--- src/rtl/instr_fetch.sv ---
// ----------------------------------------------------------------------------
// instr_fetch
//
// Instruction fetch stage. Keeps the next fetch address (pc), issues one read
// at a time to instruction memory, and presents the fetched word to decode
// through a one-entry output register backed by a one-entry skid buffer, so a
// read that completes while decode is stalled is never lost. A redirect from
// the branch stage flushes everything held and restarts fetch at the target;
// a read already on the bus when the redirect arrives is allowed to finish
// and its data is thrown away.
//
// Ports
//   clk          : clock, all state changes on the rising edge
//   rst          : asynchronous active-high reset
//   stall        : decode cannot accept the held instruction this cycle
//   redirect     : taken branch / jump, restart fetch at redirect_pc
//   redirect_pc  : redirect target address
//   imem_req     : instruction memory read request
//   imem_addr    : address of the request (held until the read completes)
//   imem_ready   : read completes in a cycle with imem_req & imem_ready
//   imem_rdata   : read data, valid on completion
//   instr_valid  : instr / opcode / pc_out / pc_plus4 are valid for decode
//   instr        : held instruction word
//   opcode       : instr[31:27]
//   pc_out       : address of the held instruction
//   pc_plus4     : pc_out + 4 (link value), wraps modulo 2^32
// ----------------------------------------------------------------------------
module instr_fetch #(
    parameter logic [31:0] RESET_PC = 32'h0000_0000
) (
    input  logic        clk,
    input  logic        rst,
    input  logic        stall,
    input  logic        redirect,
    input  logic [31:0] redirect_pc,
    output logic        imem_req,
    output logic [31:0] imem_addr,
    input  logic        imem_ready,
    input  logic [31:0] imem_rdata,
    output logic        instr_valid,
    output logic [31:0] instr,
    output logic [4:0]  opcode,
    output logic [31:0] pc_out,
    output logic [31:0] pc_plus4
);

    typedef enum logic [1:0] {
        S_IDLE,
        S_REQ,
        S_FULL,
        S_DRAIN
    } state_t;

    state_t      r_state;
    logic [31:0] r_pc;
    logic        r_req;
    logic [31:0] r_addr;

    // Output register presented to decode.
    logic        r_valid;
    logic [31:0] r_instr;
    logic [31:0] r_pc_out;

    // Skid buffer: catches a word that completes while decode is stalled.
    logic        r_skid_valid;
    logic [31:0] r_skid_data;
    logic [31:0] r_skid_addr;

    logic        w_done;
    logic        w_accept;
    logic        w_can_load;
    logic [31:0] w_pc_inc;

    assign w_done     = r_req & imem_ready;
    assign w_accept   = r_valid & ~stall;
    assign w_can_load = ~r_valid | w_accept;
    assign w_pc_inc   = r_pc + 32'd4;

    always_ff @(posedge clk or posedge rst) begin
        if (rst) begin
            r_state      <= S_IDLE;
            r_pc         <= RESET_PC;
            r_req        <= 1'b0;
            r_addr       <= RESET_PC;
            r_valid      <= 1'b0;
            r_instr      <= 32'd0;
            r_pc_out     <= 32'd0;
            r_skid_valid <= 1'b0;
            r_skid_data  <= 32'd0;
            r_skid_addr  <= 32'd0;
        end else begin
            // Decode consumed the held word; a load below may refill it.
            if (w_accept) begin
                r_valid <= 1'b0;
            end

            // Flush wins over everything else that touches the held state.
            if (redirect) begin
                r_valid      <= 1'b0;
                r_skid_valid <= 1'b0;
                r_pc         <= redirect_pc;
            end

            case (r_state)
                S_IDLE: begin
                    r_state <= S_REQ;
                    r_req   <= 1'b0;
                    r_addr  <= redirect ? redirect_pc : r_pc;
                end

                // S_REQ spends one cycle with the request low (address being
                // set up) and then raises it until the read completes, which
                // gives at best one fetch every two cycles.
                S_REQ: begin
                    if (redirect) begin
                        if (r_req && !imem_ready) begin
                            // Read in flight: finish it on the old address.
                            r_state <= S_DRAIN;
                        end else begin
                            // Nothing outstanding, or the completing data is
                            // simply dropped; refetch from the target.
                            r_req  <= 1'b0;
                            r_addr <= redirect_pc;
                        end
                    end else if (w_done) begin
                        r_req  <= 1'b0;
                        r_pc   <= w_pc_inc;
                        r_addr <= w_pc_inc;
                        if (w_can_load) begin
                            r_valid  <= 1'b1;
                            r_instr  <= imem_rdata;
                            r_pc_out <= r_addr;
                        end else begin
                            r_skid_valid <= 1'b1;
                            r_skid_data  <= imem_rdata;
                            r_skid_addr  <= r_addr;
                            r_state      <= S_FULL;
                        end
                    end else begin
                        r_req <= 1'b1;
                    end
                end

                S_FULL: begin
                    if (redirect) begin
                        r_state <= S_REQ;
                        r_req   <= 1'b0;
                        r_addr  <= redirect_pc;
                    end else if (w_accept) begin
                        r_valid      <= 1'b1;
                        r_instr      <= r_skid_data;
                        r_pc_out     <= r_skid_addr;
                        r_skid_valid <= 1'b0;
                        r_state      <= S_REQ;
                        r_req        <= 1'b0;
                    end
                end

                S_DRAIN: begin
                    if (w_done) begin
                        // Stale data discarded; resume from the newest pc.
                        r_state <= S_REQ;
                        r_req   <= 1'b0;
                        r_addr  <= redirect ? redirect_pc : r_pc;
                    end else begin
                        r_req <= 1'b1;
                    end
                end

                default: begin
                    r_state <= S_IDLE;
                    r_req   <= 1'b0;
                end
            endcase
        end
    end

    assign imem_req    = r_req;
    assign imem_addr   = r_addr;
    assign instr_valid = r_valid;
    assign instr       = r_instr;
    assign opcode      = r_instr[31:27];
    assign pc_out      = r_pc_out;
    assign pc_plus4    = r_pc_out + 32'd4;

endmodule

--- config.mk ---
export PLATFORM = sky130hd
export DESIGN_NAME = instr_fetch
export DESIGN_NICKNAME = d
export VERILOG_FILES = /design/src/rtl/instr_fetch.sv
export SDC_FILE = /design/constraint.sdc
export NUM_CORES = 1
export LEC_CHECK = 0
export BUFFER_PORTS_ARGS = -buffer_cell sky130_fd_sc_hd__buf_2
export CORE_MARGIN = 4
export CORE_UTILIZATION = 35
export DETAILED_ROUTE_END_ITERATION = 16
export PLACE_DENSITY_LB_ADDON = 0.25
export SYNTH_ARGS = -nofsm -noshare
export SYNTH_HDL_FRONTEND = slang
export SYNTH_SLANG_ARGS = --single-unit
export TNS_END_PERCENT = 1
--- constraint.sdc ---
create_clock -name clk -period 13.7 [get_ports clk]
set_clock_uncertainty 0.1 [all_clocks]
set_input_delay 0.685 -clock clk [delete_from_list [all_inputs] [get_ports clk]]
set_output_delay 0.685 -clock clk [all_outputs]
set_load 0.005 [all_outputs]
## Word level (Yosys, flattened, before mapping)

Cells that the tools add are included.

- Bits in registers: 196
- Input port bits: 69
- Output and inout port bits: 135
- Logic and storage cells: 86

- Add/subtract/negate cells: 2
- Equal/unequal tests: 15
- Muxes and demuxes: 44
- Bitwise logic cells: 7
- Reduce and logical (&&, ||, !) cells: 9

Operators by type and width:

| operator | number |
|---|---|
| 32-bit two-way mux | 19 |
| 32-bit case mux with 2 select lines | 2 |
| 32-bit case mux with 4 select lines | 1 |
| 32-bit by 3-bit adder with 32-bit output (second input constant) | 2 |
| 3-bit != test (second input constant) | 5 |
| 2-bit two-way mux | 7 |
| 2-bit != test (second input constant) | 7 |
| 1-bit two-way mux | 12 |
| 2-bit case mux with 4 select lines | 1 |
| 4-bit AND reduction | 2 |
| 6-bit AND reduction | 1 |
| 5-bit AND reduction | 1 |
| 2-bit == test (second input constant) | 2 |
| 1-bit inverter | 4 |
| 1-bit case mux with 4 select lines | 1 |
| 1-bit bitwise AND | 2 |
| 2-bit by 1-bit == test with 1-bit output (second input constant) | 1 |
| 2-bit zero test | 1 |
| 1-bit case mux with 2 select lines | 1 |
| 2-bit AND reduction | 1 |
| 2-bit nonzero test | 1 |
| 1-bit logical AND | 1 |
| 1-bit zero test | 1 |
| 1-bit OR | 1 |

## Depth between registers and ports, before layout

- Word-level depth: 8
- Gate-level depth with buffers: 10
- Depth with buffers taken out: 7

## Worst setup path after synthesis

OpenSTA, ideal clock, no wires.

- Path kind: register to output
- Start point: reg r_pc_out[11] (netlist: pc_out[11])
- End point: out pc_plus4[23]
- Arrival time: 1.485 ns
- Required time: 12.915 ns
- Slack: 11.430 ns
- Cell stages (with the launch flop): 7
- Buffers on the path: 1
- Path through: dfrtp_1 nand4_1 nor4_1 and2_1 clkbuf_1 nand4_1 xnor2_1

- Word-level cells in the longest chain between the ends: 1

RTL lines:

| element | line | text |
|---|---|---|
| start: declaration | 62 | `logic [31:0] r_pc_out;` |
| start signal: assignment | 132 | `r_pc_out <= r_addr;` |
| start signal: assignment | 152 | `r_pc_out <= r_skid_addr;` |
| 32-bit by 3-bit adder with 32-bit output | 184 | `assign pc_plus4 = r_pc_out + 32'd4;` |
| end: declaration | 44 | `output logic [31:0] pc_plus4` |

No other way between the ends.

## Worst setup path after layout

- Start point: reg r_state[1]
- End point: reg r_pc_out[20] (netlist: pc_out[20])

- Word-level cells in the longest chain between the ends: 3

RTL lines:

| element | line | text |
|---|---|---|
| start: declaration | 54 | `state_t r_state;` |
| start signal: assignment | 81 | `r_state <= S_IDLE;` |
| start signal: assignment | 106 | `r_state <= S_REQ;` |
| start signal: assignment | 118 | `r_state <= S_DRAIN;` |
| 2-bit by 1-bit == test with 1-bit output or 2-bit == test (tied branches) | 104 | `case (r_state)` |
| 2-bit != test (no source line) or 2-bit nonzero test (tied branches) | -- |  |
| 6-bit AND reduction (no source line) | -- |  |

Several ways; a longest one is shown, not always the timed one.
A chain may end at the register's enable or synchronous reset.

==> impl_metrics.json <==
{
  "p_leak_nw": 5.457,
  "numCtsBuffers": 17,
  "grt_max_degree": 138,
  "syn2layout_area_growth_pct": 17.30,
  "yosysWarnings": 0,
  "cts_hold_buf": 0,
  "synth.distinct_cells": 64,
  "hpwl_um": 20620,
  "use_met3": 0.04067,
  "final_area_um2": 12290,
  "initial_core_util": 0.3546,
  "wl_per_cell_um": 18.90,
  "diodes": 0,
  "cts-resized-gates": 0,
  "dieWidth_um": 181.1,
  "grt_pass1_vias": 7923,
  "avgSynthCellArea_um2": 10.19,
  "grt_pass1_wl_um": 46770,
  "synth-seq-cells": 196,
  "drc": 0,
  "post_cts_buffers": 0,
  "synthArstFlopShare": 1.000,
  "crit_top_cell": "buf_4",
  "yosysMostFrequentCell": "dfrtp_1",
  "clockRootBuffer": "clkbuf_16",
  "critical_path_cell_count": 7,
  "fillerInstances": 2927,
  "pwr-share-seq": 0.414,
  "vias": 8419,
  "drtIter0Drc": 608,
  "ant_nets": 0,
  "htree_num_levels": 4,
  "drv_cap": 0,
  "power.density_nw_per_um2": 193.5,
  "worstPathMaxFanout": 96,
  "cts_num_sinks": 196,
  "cp_top_family": "buffers and inverters",
  "grt-busiest-layer": "met2",
  "comb_power_share": 0.370,
  "cp.arrival_ns": 3.56,
  "max_clock_freq_mhz": 295.2,
  "die_area_um2": 32780,
  "gp_congestion": 0.8121,
  "timing.final.hold_violations": 0,
  "drive_gt1_frac": 0.2787,
  "rows": 63,
  "synthesis.instances": 1029,
  "io_pins": 204,
  "setup_viol": 0,
  "placed_cell_area_um2": 11690,
  "clk_latency_ns": 0.44,
  "synthTopCellsByCount": "dfrtp_1, nand2_1, o21ai_0",
  "portBuffers": 203,
  "cts_tree": "done",
  "yosys-top-cells-area": "dfrtp_1, mux2i_1, mux2_2",
  "multi_input_area_um2": 5149,
  "grt_util_met2": 0.2749,
  "cp_cell_sequence": "inv_1 > ha_1 > buf_4 > and3_1 > o221ai_4 > buf_4 > o21ai_0",
  "synth-seq-area-share": 0.4679,
  "status": "finished, final reports clean",
  "synth_top_area_cell": "dfrtp_1",
  "fin_crit_sh": 0.2472,
  "dp.cells": 1542,
  "cp-start-kind": "flop",
  "swShare": 0.4076,
  "r2r_cells": 7,
  "intPower_mw": 1.410,
  "synth-edff-count": 0,
  "worst_setup_path_end_kind": "flop",
  "grt_usage": 0.1776,
  "coreArea_um2": 29560,
  "nets": 1245,
  "worstMarginPinSlew_ns": 1.001,
  "slew_headroom": 0.3325,
  "antenna_found_initial": 0,
  "synth_top_area_frac": 0.4679,
  "ir_worst_vdd_mv": 0.09174,
  "cp.buffers_inverters": 3,
  "instances_no_fill": 1574,
  "syn-num-nets": 1103,
  "crit_type": "flop to flop",
  "via_per_inst": 5.349,
  "grt_remaining_overflow": 0,
  "critPathMaxStageDelay_ns": 0.78,
  "critPathSlowestCell": "buf_4",
  "finalWirelength_um": 29740,
  "p_sw_uw": 969.7,
  "use_met1": 0.2559,
  "rsz0062_at_grt": "false",
  "fp.dieH_um": 181.1,
  "period_needed_ns": 3.387,
  "synth_ff_type": "dfrtp_1",
  "postLayoutCoreUtil": 0.4159,
  "clk_path_buf_depth": 2,
  "maxSlewViolCount": 0,
  "seq_area_um2": 4905,
  "required_ns": 13.87,
  "dr.pass1.iters": 5,
  "clock_power_share": 0.216,
  "dpl_worst_slack_ns": 10.16,
  "cts.reportedPaths.clkPinSlew_ns": 0.08,
  "min_path_type": "primary input to asynchronous set/reset pin",
  "finalSetupTns_ns": 0,
  "syn_area_um2": 10480,
  "fin_ws_ns": 10.31
}
[layout by cell type (no fill, tap or decap), drive strengths merged, types with 22 or more instances in the layout]
master | Yosys | layout
a21oi | 50 | 50
a311oi | 33 | 33
buf | 49 | 213
dfrtp | 196 | 196
inv | 13 | 22
mux2 | 68 | 68
mux2i | 77 | 77
nand2 | 106 | 106
nand3 | 31 | 31
nor2 | 40 | 40
o21ai | 98 | 98
xnor2 | 31 | 31
[routing by layer]
| metal | vias up | wire (um) |
|---|---|---|
| li1 | 4049 | - |
| met3 | 16 | 1909 |
| met5 | - | 0 |
| met2 | 260 | 13500 |
| met4 | 0 | 312 |
| met1 | 4094 | 14030 |
[cell families (layout without fill, tap and decap cells)]
group,Yosys count,after routing,synth area share
AND/OR/NAND/NOR,277,277,0.1376
buffers and inverters,103,258,0.04488
XOR/XNOR,45,45,0.03760
multiplexers,145,145,0.1466
flip-flops,196,196,0.4679
AO/OA/AOI/OAI,258,258,0.1594
adder cells (fa/ha/maj),5,5,0.005969
[worst register-to-register path: stages (launching register included)]
cell      delay [ns]
dfrtp_1         0.43
inv_1           0.07
ha_1            0.25
buf_4           0.28
and3_1          0.31
o221ai_4        0.70
buf_4           0.80
o21ai_0         0.28
[state kept, by name (all words and copies together) (netlist names)]
signal       cells
r_skid_data     32
r_pc            32
instr           32
imem_req         1
imem_addr       32
pc_out          32
r_skid_addr     32
r_state          2
instr_valid      1
[area by class of cell]
type,count,share of cell area
multi-input combinational,730,0.4188
sequential,196,0.3989
timing repair buffer,213,0.08874
tap,390,0.03969
clock buffer,17,0.03460
clock inverter,15,0.01466
inverter,13,0.004580
[worst paths after layout]
kind	from	to	slack (ns)
hold / removal	rst	instr[16]	0.35
hold reg to reg	instr[0]	instr[0]	0.38
min in group clk	imem_rdata[30]	r_skid_data[30]	0.38
setup reg to reg	r_state[1]	pc_out[20]	10.31
max in group asynchronous	rst	pc_out[14]	11.79
setup / recovery	r_state[1]	pc_out[20]	10.31
[power groups by stage]
stage | clock (mW) | sequential [mW] | combinational, mW
after global placement | 0 | 0.993 | 0.876
after CTS | 0.525 | 0.987 | 0.892
final | 0.514 | 0.986 | 0.879
after floorplan | 0 | 0.931 | 0.549
after global routing | 0.549 | 1.02 | 0.990
after detailed placement | 0 | 0.999 | 0.889
[through the flow]
step / hold slack [ns] / power [mW]
2_1_floorplan: 0.3578 / 1.480
3_3_place_gp: 0.3578 / 1.869
3_5_place_dp: 0.3647 / 1.888
4_1_cts: 0.3615 / 2.404
5_1_grt: 0.3637 / 2.558
6_report: 0.3545 / 2.379
Power figures use the tool's default switching activity.
